[src/rtl/loom_axil_ctrl_regs.sv]
// AXI-Lite control/status register block: ID, scratch, interrupt pending/enable/force,
// a sticky finish request and a free-running 64-bit cycle counter with a high-word snapshot.
module loom_axil_ctrl_regs #(
    parameter int unsigned ADDR_WIDTH = 20,
    parameter int unsigned N_IRQ      = 16,
    parameter logic [31:0] ID_VALUE   = 32'h4C4F_4F4D
) (
    input  logic                  clk_i,
    input  logic                  rst_ni,
    input  logic [ADDR_WIDTH-1:0] s_axil_araddr_i,
    input  logic                  s_axil_arvalid_i,
    output logic                  s_axil_arready_o,
    output logic [31:0]           s_axil_rdata_o,
    output logic [1:0]            s_axil_rresp_o,
    output logic                  s_axil_rvalid_o,
    input  logic                  s_axil_rready_i,
    input  logic [ADDR_WIDTH-1:0] s_axil_awaddr_i,
    input  logic                  s_axil_awvalid_i,
    output logic                  s_axil_awready_o,
    input  logic [31:0]           s_axil_wdata_i,
    input  logic [3:0]            s_axil_wstrb_i,
    input  logic                  s_axil_wvalid_i,
    output logic                  s_axil_wready_o,
    output logic [1:0]            s_axil_bresp_o,
    output logic                  s_axil_bvalid_o,
    input  logic                  s_axil_bready_i,
    input  logic [N_IRQ-1:0]      irq_src_i,
    output logic [N_IRQ-1:0]      irq_o,
    output logic                  finish_o
);

    typedef enum logic [0:0] {R_IDLE = 1'b0, R_RESP = 1'b1} r_state_e;
    typedef enum logic [1:0] {W_IDLE = 2'b00, W_HAVE_AW = 2'b01, W_HAVE_W = 2'b10, W_RESP = 2'b11} w_state_e;

    function automatic logic [31:0] strb_to_mask(input logic [3:0] strb);
        logic [31:0] m;
        for (int b = 0; b < 4; b++) begin
            m[8*b +: 8] = {8{strb[b]}};
        end
        return m;
    endfunction

    function automatic logic [31:0] zext_irq(input logic [N_IRQ-1:0] v);
        logic [31:0] r;
        r          = 32'h0000_0000;
        r[N_IRQ-1:0] = v;
        return r;
    endfunction

    r_state_e          r_state_q, r_state_d;
    w_state_e          w_state_q, w_state_d;
    logic [31:0]       rdata_q, rdata_d, wdata_q, wdata_d, scratch_q, scratch_d, snap_q, snap_d;
    logic [1:0]        rresp_q, rresp_d, bresp_q, bresp_d;
    logic              rvalid_q, rvalid_d, bvalid_q, bvalid_d, finish_q, finish_d;
    logic              arready_q, arready_d, awready_q, awready_d, wready_q, wready_d;
    logic [5:0]        awidx_q, awidx_d;
    logic [3:0]        wstrb_q, wstrb_d;
    logic [N_IRQ-1:0]  enable_q, enable_d, pending_q, pending_d, src_q, irq_q, irq_d;
    logic [63:0]       cycle_q, cycle_d;

    logic [5:0]        rd_idx_s, cm_idx_s;
    logic [31:0]       rd_val_s, cm_data_s, wmask_s, bmask_s;
    logic [3:0]        cm_strb_s;
    logic              rd_err_s, cm_s, wr_ok_s;
    logic [N_IRQ-1:0]  clr_s, force_s, rise_s;
    logic              unused_s;

    assign rd_idx_s = s_axil_araddr_i[7:2];
    assign unused_s = ^{s_axil_araddr_i[ADDR_WIDTH-1:8], s_axil_araddr_i[1:0],
                        s_axil_awaddr_i[ADDR_WIDTH-1:8], s_axil_awaddr_i[1:0]};

    // Read data mux: values seen by a read are the pre-write register contents
    always_comb begin
        rd_val_s = 32'h0000_0000;
        rd_err_s = 1'b0;
        case (rd_idx_s)
            6'd0:    rd_val_s = ID_VALUE;
            6'd1:    rd_val_s = scratch_q;
            6'd2:    rd_val_s = zext_irq(pending_q);
            6'd3:    rd_val_s = zext_irq(enable_q);
            6'd4:    rd_val_s = 32'h0000_0000;
            6'd5:    rd_val_s = {31'h0000_0000, finish_q};
            6'd6:    rd_val_s = cycle_q[31:0];
            6'd7:    rd_val_s = snap_q;
            default: rd_err_s = 1'b1;
        endcase
    end

    // Read channel FSM and CYCLE_LO snapshot capture
    always_comb begin
        r_state_d = r_state_q;
        rdata_d   = rdata_q;
        rresp_d   = rresp_q;
        rvalid_d  = rvalid_q;
        snap_d    = snap_q;
        case (r_state_q)
            R_IDLE: begin
                if (s_axil_arvalid_i) begin
                    r_state_d = R_RESP;
                    rvalid_d  = 1'b1;
                    rdata_d   = rd_val_s;
                    rresp_d   = rd_err_s ? 2'b10 : 2'b00;
                    if (rd_idx_s == 6'd6) begin
                        snap_d = cycle_q[63:32];
                    end else begin
                        snap_d = snap_q;
                    end
                end else begin
                    r_state_d = R_IDLE;
                end
            end
            R_RESP: begin
                if (s_axil_rready_i) begin
                    r_state_d = R_IDLE;
                    rvalid_d  = 1'b0;
                end else begin
                    r_state_d = R_RESP;
                end
            end
            default: begin
                r_state_d = R_IDLE;
                rvalid_d  = 1'b0;
            end
        endcase
        arready_d = ~rvalid_d;
    end

    // Write channel FSM: AW and W are collected independently, commit once both are present
    always_comb begin
        w_state_d = w_state_q;
        awidx_d   = awidx_q;
        wdata_d   = wdata_q;
        wstrb_d   = wstrb_q;
        bresp_d   = bresp_q;
        bvalid_d  = bvalid_q;
        cm_s      = 1'b0;
        cm_idx_s  = awidx_q;
        cm_data_s = wdata_q;
        cm_strb_s = wstrb_q;
        case (w_state_q)
            W_IDLE: begin
                if (s_axil_awvalid_i && s_axil_wvalid_i) begin
                    cm_s      = 1'b1;
                    cm_idx_s  = s_axil_awaddr_i[7:2];
                    cm_data_s = s_axil_wdata_i;
                    cm_strb_s = s_axil_wstrb_i;
                end else if (s_axil_awvalid_i) begin
                    w_state_d = W_HAVE_AW;
                    awidx_d   = s_axil_awaddr_i[7:2];
                end else if (s_axil_wvalid_i) begin
                    w_state_d = W_HAVE_W;
                    wdata_d   = s_axil_wdata_i;
                    wstrb_d   = s_axil_wstrb_i;
                end else begin
                    w_state_d = W_IDLE;
                end
            end
            W_HAVE_AW: begin
                if (s_axil_wvalid_i) begin
                    cm_s      = 1'b1;
                    cm_data_s = s_axil_wdata_i;
                    cm_strb_s = s_axil_wstrb_i;
                end else begin
                    w_state_d = W_HAVE_AW;
                end
            end
            W_HAVE_W: begin
                if (s_axil_awvalid_i) begin
                    cm_s     = 1'b1;
                    cm_idx_s = s_axil_awaddr_i[7:2];
                end else begin
                    w_state_d = W_HAVE_W;
                end
            end
            W_RESP: begin
                if (s_axil_bready_i) begin
                    w_state_d = W_IDLE;
                    bvalid_d  = 1'b0;
                end else begin
                    w_state_d = W_RESP;
                end
            end
            default: begin
                w_state_d = W_IDLE;
                bvalid_d  = 1'b0;
            end
        endcase
        if (cm_s) begin
            w_state_d = W_RESP;
            bvalid_d  = 1'b1;
            bresp_d   = (cm_idx_s[5:3] != 3'b000) ? 2'b10 : 2'b00;
        end else begin
            bresp_d = bresp_q;
        end
        awready_d = (w_state_d == W_IDLE) || (w_state_d == W_HAVE_W);
        wready_d  = (w_state_d == W_IDLE) || (w_state_d == W_HAVE_AW);
    end

    // Register side effects of a committed write, interrupt capture and the cycle counter
    always_comb begin
        wr_ok_s   = cm_s && (cm_idx_s[5:3] == 3'b000);
        bmask_s   = strb_to_mask(cm_strb_s);
        wmask_s   = cm_data_s & bmask_s;
        scratch_d = scratch_q;
        enable_d  = enable_q;
        finish_d  = finish_q;
        clr_s     = '0;
        force_s   = '0;
        if (wr_ok_s) begin
            case (cm_idx_s[2:0])
                3'd1:    scratch_d = (scratch_q & ~bmask_s) | wmask_s;
                3'd2:    clr_s     = wmask_s[N_IRQ-1:0];
                3'd3:    enable_d  = (enable_q & ~bmask_s[N_IRQ-1:0]) | wmask_s[N_IRQ-1:0];
                3'd4:    force_s   = wmask_s[N_IRQ-1:0];
                3'd5:    finish_d  = finish_q | wmask_s[0];
                default: scratch_d = scratch_q;
            endcase
        end else begin
            scratch_d = scratch_q;
        end
        rise_s    = irq_src_i & ~src_q;
        // Set sources are OR-ed after the clear so a same-cycle edge or force wins
        pending_d = (pending_q & ~clr_s) | rise_s | force_s;
        irq_d     = pending_d & enable_d;
        cycle_d   = cycle_q + 64'd1;
    end

    // State registers
    always_ff @(posedge clk_i or negedge rst_ni) begin
        if (!rst_ni) begin
            r_state_q <= R_IDLE;
            rdata_q   <= 32'h0000_0000;
            rresp_q   <= 2'b00;
            rvalid_q  <= 1'b0;
            arready_q <= 1'b1;
            snap_q    <= 32'h0000_0000;
            w_state_q <= W_IDLE;
            awidx_q   <= 6'd0;
            wdata_q   <= 32'h0000_0000;
            wstrb_q   <= 4'h0;
            bresp_q   <= 2'b00;
            bvalid_q  <= 1'b0;
            awready_q <= 1'b1;
            wready_q  <= 1'b1;
            scratch_q <= 32'h0000_0000;
            enable_q  <= '0;
            pending_q <= '0;
            src_q     <= '0;
            irq_q     <= '0;
            finish_q  <= 1'b0;
            cycle_q   <= 64'd0;
        end else begin
            r_state_q <= r_state_d;
            rdata_q   <= rdata_d;
            rresp_q   <= rresp_d;
            rvalid_q  <= rvalid_d;
            arready_q <= arready_d;
            snap_q    <= snap_d;
            w_state_q <= w_state_d;
            awidx_q   <= awidx_d;
            wdata_q   <= wdata_d;
            wstrb_q   <= wstrb_d;
            bresp_q   <= bresp_d;
            bvalid_q  <= bvalid_d;
            awready_q <= awready_d;
            wready_q  <= wready_d;
            scratch_q <= scratch_d;
            enable_q  <= enable_d;
            pending_q <= pending_d;
            src_q     <= irq_src_i;
            irq_q     <= irq_d;
            finish_q  <= finish_d;
            cycle_q   <= cycle_d;
        end
    end

    assign s_axil_arready_o = arready_q;
    assign s_axil_rdata_o   = rdata_q;
    assign s_axil_rresp_o   = rresp_q;
    assign s_axil_rvalid_o  = rvalid_q;
    assign s_axil_awready_o = awready_q;
    assign s_axil_wready_o  = wready_q;
    assign s_axil_bresp_o   = bresp_q;
    assign s_axil_bvalid_o  = bvalid_q;
    assign irq_o            = irq_q;
    assign finish_o         = finish_q;

endmodule

[config.mk]
export PLATFORM = sky130hd
export DESIGN_NAME = loom_axil_ctrl_regs
export DESIGN_NICKNAME = d
export VERILOG_FILES = /design/src/rtl/loom_axil_ctrl_regs.sv
export SDC_FILE = /design/constraint.sdc
export NUM_CORES = 1
export LEC_CHECK = 0
export CORE_ASPECT_RATIO = 1.5
export CORE_MARGIN = 1
export CORE_UTILIZATION = 42
export DETAILED_ROUTE_END_ITERATION = 7
export RECOVER_POWER = 50
export SLEW_MARGIN = 20
export SYNTH_ARGS = -nofsm -noshare
export SYNTH_HDL_FRONTEND = slang
export SYNTH_SLANG_ARGS = --single-unit
[constraint.sdc]
create_clock -name clk_i -period 6.98 [get_ports clk_i]
set_clock_uncertainty 0.15 [all_clocks]
set_input_delay 0.698 -clock clk_i [delete_from_list [all_inputs] [get_ports clk_i]]
set_output_delay 0.698 -clock clk_i [all_outputs]
set_load 0.01 [all_outputs]
==> impl_results.md <==
- Number of placement rows: 76
- Per-cell routed wire length: 18.9 um
- Most common library cells after synthesis: 274 x sky130_fd_sc_hd__dfrtp_1, 124 x sky130_fd_sc_hd__mux2_2, 69 x sky130_fd_sc_hd__nor2_1
- Tot Pwr: 4.54 mW
- Non-filler instance count after layout: 1586
- Class of the worst hold path: in2async
- Most common flop cell mapped by yosys: sky130_fd_sc_hd__dfrtp_1
- Utilization after layout: 0.520
- CTS hold repair buffers: 0
- Antenna-violating nets left: 0
- R2R Path Start: r_state_q$_DFF_PN0_
- Initial antenna violation count: 0
- Register-to-register setup slack: 3.68 ns
- Sequential power share: 0.453
- Post-Syn Instances: 1049
- Final Routed Wirelength: 29900 um
- Worst vdd rail ir drop: 0.181 mV
- Required time of the worst setup path: 7.26 ns
- Tightest Pin Transition: 1.86 ns
- Slowest cell on the critical path: sky130_fd_sc_hd__clkbuf_1
- Footprint of the flip-flops and latches: 0.00694 sq mm
- TritonCTS clock tree: yes
- Largest buffer count on any clock path: 3
- Worst skew pair latency: 0.55 ns
- Cell-internal power: 3.27 mW
- Reg-to-reg critical path endpoint: s_axil_rdata_o[7]$_DFFE_PN0P_
- GR Overflow Total: 0
- Type of origin of the critical path: primary input
- Pin count of the biggest net entering global routing: 163
- Num CTS Buffers: 29
- Pre-CTS WS: 3.24 ns
- PD cells: 302 mW/mm^2
- PostCTS Resize Cnt: 0
- # Max-Cap Violations: 1
- Net switching share of the total power: 0.279
- Die area: 0.0302 sq mm
- First-pass iteration count of the detailed router: 5
- Post-synthesis register bit count: 277
- Fmax achieved: 0.277 GHz
- Critical Path Max Stage Delay: 1.33 ns
- Violations in the final reports: hold timing, capacitance limit, slew limit
- Post-CTS setup buffer count: 0
- Highest fanout seen on the critical path: 37
- Die extent in y: 212 um
- Max Slew Vio Count: 38
- Proportion of layout cells with a drive suffix above 1: 0.171
- H-tree depth reported by CTS: 1
- Post-detailed-placement half-perimeter wirelength: 21200 um
- Number of setup violations in the final report: 0
- Global-route wire length before repair: 48200 um
- Cell variety after synth: 61
- Area growth from synthesis to layout: 21.2%
- Yosys top cell area share: 0.553
- Initial core utilization: 0.429
- Number of enable-type register cells in the synthesized netlist: 0
- Status: finished with violations
- Via count of the first global-routing pass: 8681
- Cell-by-cell trace of the critical path: dlygate4sd3_1 -> nand2b_1 -> clkbuf_1 -> a21oi_1 -> nand2_1 -> a21oi_1 -> a221o_1
- Cell types occupying the most area after synthesis: sky130_fd_sc_hd__dfrtp_1 55%, sky130_fd_sc_hd__mux2_2 11%, sky130_fd_sc_hd__mux2i_1 4.2%
- Area of the multi-input gates: 0.00515 sq mm
- Fraction of registers with async set or reset after synthesis: 1.00
- Max-slew headroom: -0.242
- Proportion of power drawn by the clock network: 0.344
- Minimum clock period after layout: 3.61 ns
- Leakage dissipation: 6.51 nW
- Post-synthesis sequential area ratio: 0.559
- WP data arrival: 3.89 ns
- Final Hold Violating Endpoints: 2
- Setup repair after global routing missed its margin: false
- Number of warnings printed during yosys synthesis: 0
- Final #Nets: 1274
- Total routing usage reported by global routing: 0.207
- Placed instance area: 0.0141 sq mm
- Count of inserted antenna diode cells: 0
- Die extent in x: 142 um
- Cell depth of the worst flop-to-flop path: 6
- Mean instance size in the synthesized netlist: 11.8 sq um
- Most frequent cell after synthesis: sky130_fd_sc_hd__dfrtp_1
- Initial DRC Count: 399
- Final estimated routing congestion in global placement: 0.832
- Type of the worst setup path: in2reg
- Master cell of the clock root buffer: sky130_fd_sc_hd__clkbuf_16
- Combinational share of power: 0.203
- Count of unresolved DRC violations after routing: 0
- Total I/O pin count: 157
- Leading area contributor after synthesis: sky130_fd_sc_hd__dfrtp_1
- Final Cycle Share: 0.517
- Vias after detailed routing: 8570
- Cell area after layout: 0.0150 sq mm
- Crit path top cell by count: sky130_fd_sc_hd__a21oi_1
- Sw Pwr: 1.27 mW
- Hold slack: -0.00368 ns
- Type of element capturing the critical path: flip-flop
- Count of filler cells inserted in the layout: 2654
- Via-per-instance ratio: 5.40
- Setup Total Neg Slack: 0 ns
- Mapped Area: 0.0124 sq mm
- Clk pin slew, worst setup/hold paths: 0.07 ns
- Slack of the critical path: 3.37 ns
- Port buffer count: 126
- Core region area: 0.0289 sq mm
- Inst Count DP: 1533
- Number of sinks handled by clock tree synthesis: 277
## routing by layer
layer  vias up  track usage  wire, um  share of wire
met2       189        0.353     15100           0.50
met1      4319        0.269     12800           0.43
met5         -            0         0              0
met4         0       0.0716       785          0.026
li1       4014            -         -              -
met3        48       0.0277      1280          0.043
## worst max-delay path, delay by kind of cell
| kind | cells | cell delay [ns] |
|---|---|---|
| buffers and inverters | 2 | 1.88 |
| AND/OR/NAND/NOR | 2 | 0.66 |
| AO/OA/AOI/OAI | 3 | 0.61 |
## layout by cell type (no fill, tap or decap), types with 3 or more instances in the layout
cell,netlist,layout
sky130_fd_sc_hd__inv_1,34,34
sky130_fd_sc_hd__clkdlybuf4s50_1,0,104
sky130_fd_sc_hd__nor2b_1,3,3
sky130_fd_sc_hd__and3_1,10,10
sky130_fd_sc_hd__nand3_1,36,36
sky130_fd_sc_hd__o21ai_0,54,54
sky130_fd_sc_hd__a22o_1,11,11
sky130_fd_sc_hd__clkinv_2,0,5
sky130_fd_sc_hd__a221oi_1,21,21
sky130_fd_sc_hd__and4_1,4,4
sky130_fd_sc_hd__nor4_1,9,9
sky130_fd_sc_hd__clkbuf_16,0,29
sky130_fd_sc_hd__o22ai_1,3,3
sky130_fd_sc_hd__nand4_1,19,19
sky130_fd_sc_hd__xnor2_1,35,35
sky130_fd_sc_hd__nor3_1,15,14
sky130_fd_sc_hd__nor3_4,2,3
sky130_fd_sc_hd__dfrtp_1,274,274
sky130_fd_sc_hd__buf_4,4,9
sky130_fd_sc_hd__a2bb2oi_1,13,13
sky130_fd_sc_hd__a22oi_1,7,7
sky130_fd_sc_hd__clkbuf_8,0,8
sky130_fd_sc_hd__nand2_1,68,68
sky130_fd_sc_hd__a2111oi_4,4,4
sky130_fd_sc_hd__nor2_1,69,70
sky130_fd_sc_hd__nand2b_1,9,9
sky130_fd_sc_hd__mux2_2,124,124
sky130_fd_sc_hd__and2_1,5,5
sky130_fd_sc_hd__dlygate4sd3_1,0,20
sky130_fd_sc_hd__o2111ai_1,5,5
sky130_fd_sc_hd__a31oi_1,3,3
sky130_fd_sc_hd__mux2i_1,52,52
sky130_fd_sc_hd__dfstp_2,3,3
sky130_fd_sc_hd__clkbuf_1,24,7
sky130_fd_sc_hd__a221o_1,4,4
sky130_fd_sc_hd__a21oi_1,51,51
sky130_fd_sc_hd__xor2_1,27,27
## how the worst max path moves through the flow
stage / cells after the start / slack, ns / to / from
after floorplan: 5 / 4.49 / flip-flop / s_axil_wvalid_i
after CTS: 6 / 3.81 / irq_o[12]$_DFF_PN0_ / s_axil_awvalid_i
after detailed placement: 7 / 3.24 / snap_q[4]$_DFFE_PN0P_ / s_axil_araddr_i[5]
after global placement: 7 / 3.27 / snap_q[4]$_DFFE_PN0P_ / s_axil_araddr_i[5]
final: 7 / 3.37 / s_axil_rdata_o[7]$_DFFE_PN0P_ / s_axil_arvalid_i
after global routing: 7 / 3.14 / s_axil_rdata_o[4]$_DFFE_PN0P_ / s_axil_arvalid_i
## kinds of logic (layout without fill, tap and decap cells)
group                      Yosys count  after routing  synth area share
DFF                                277            277             0.559
and+or+nand+nor                    262            262             0.104
AOI/OAI and AO/OA                  189            189             0.108
muxes                              178            178             0.157
buffers and inverters               79            225            0.0271
xor gates and xnor gates            62             62            0.0438
adders and majority gates            1              1           0.00101
other                                1              2          0.000302
## cell type report
type,count,share of cell area
repair buffers,138,0.0903
well taps,390,0.0325
clock buffers,42,0.0569
multi-input cells,694,0.342
flip-flops and latches,277,0.462
inverters,34,0.00849
clock inverters,11,0.00791
## power by group through the flow
| stage | clock network [mW] | registers, mW | logic [mW] |
|---|---|---|---|
| after global placement | 0 | 2.07 | 0.915 |
| after global routing | 1.67 | 2.09 | 1.02 |
| after CTS | 1.60 | 2.06 | 0.936 |
| after floorplan | 0 | 2.05 | 0.615 |
| final | 1.56 | 2.06 | 0.920 |
| after detailed placement | 0 | 2.08 | 0.934 |
Note: power is estimated with default switching activity, not from simulation.
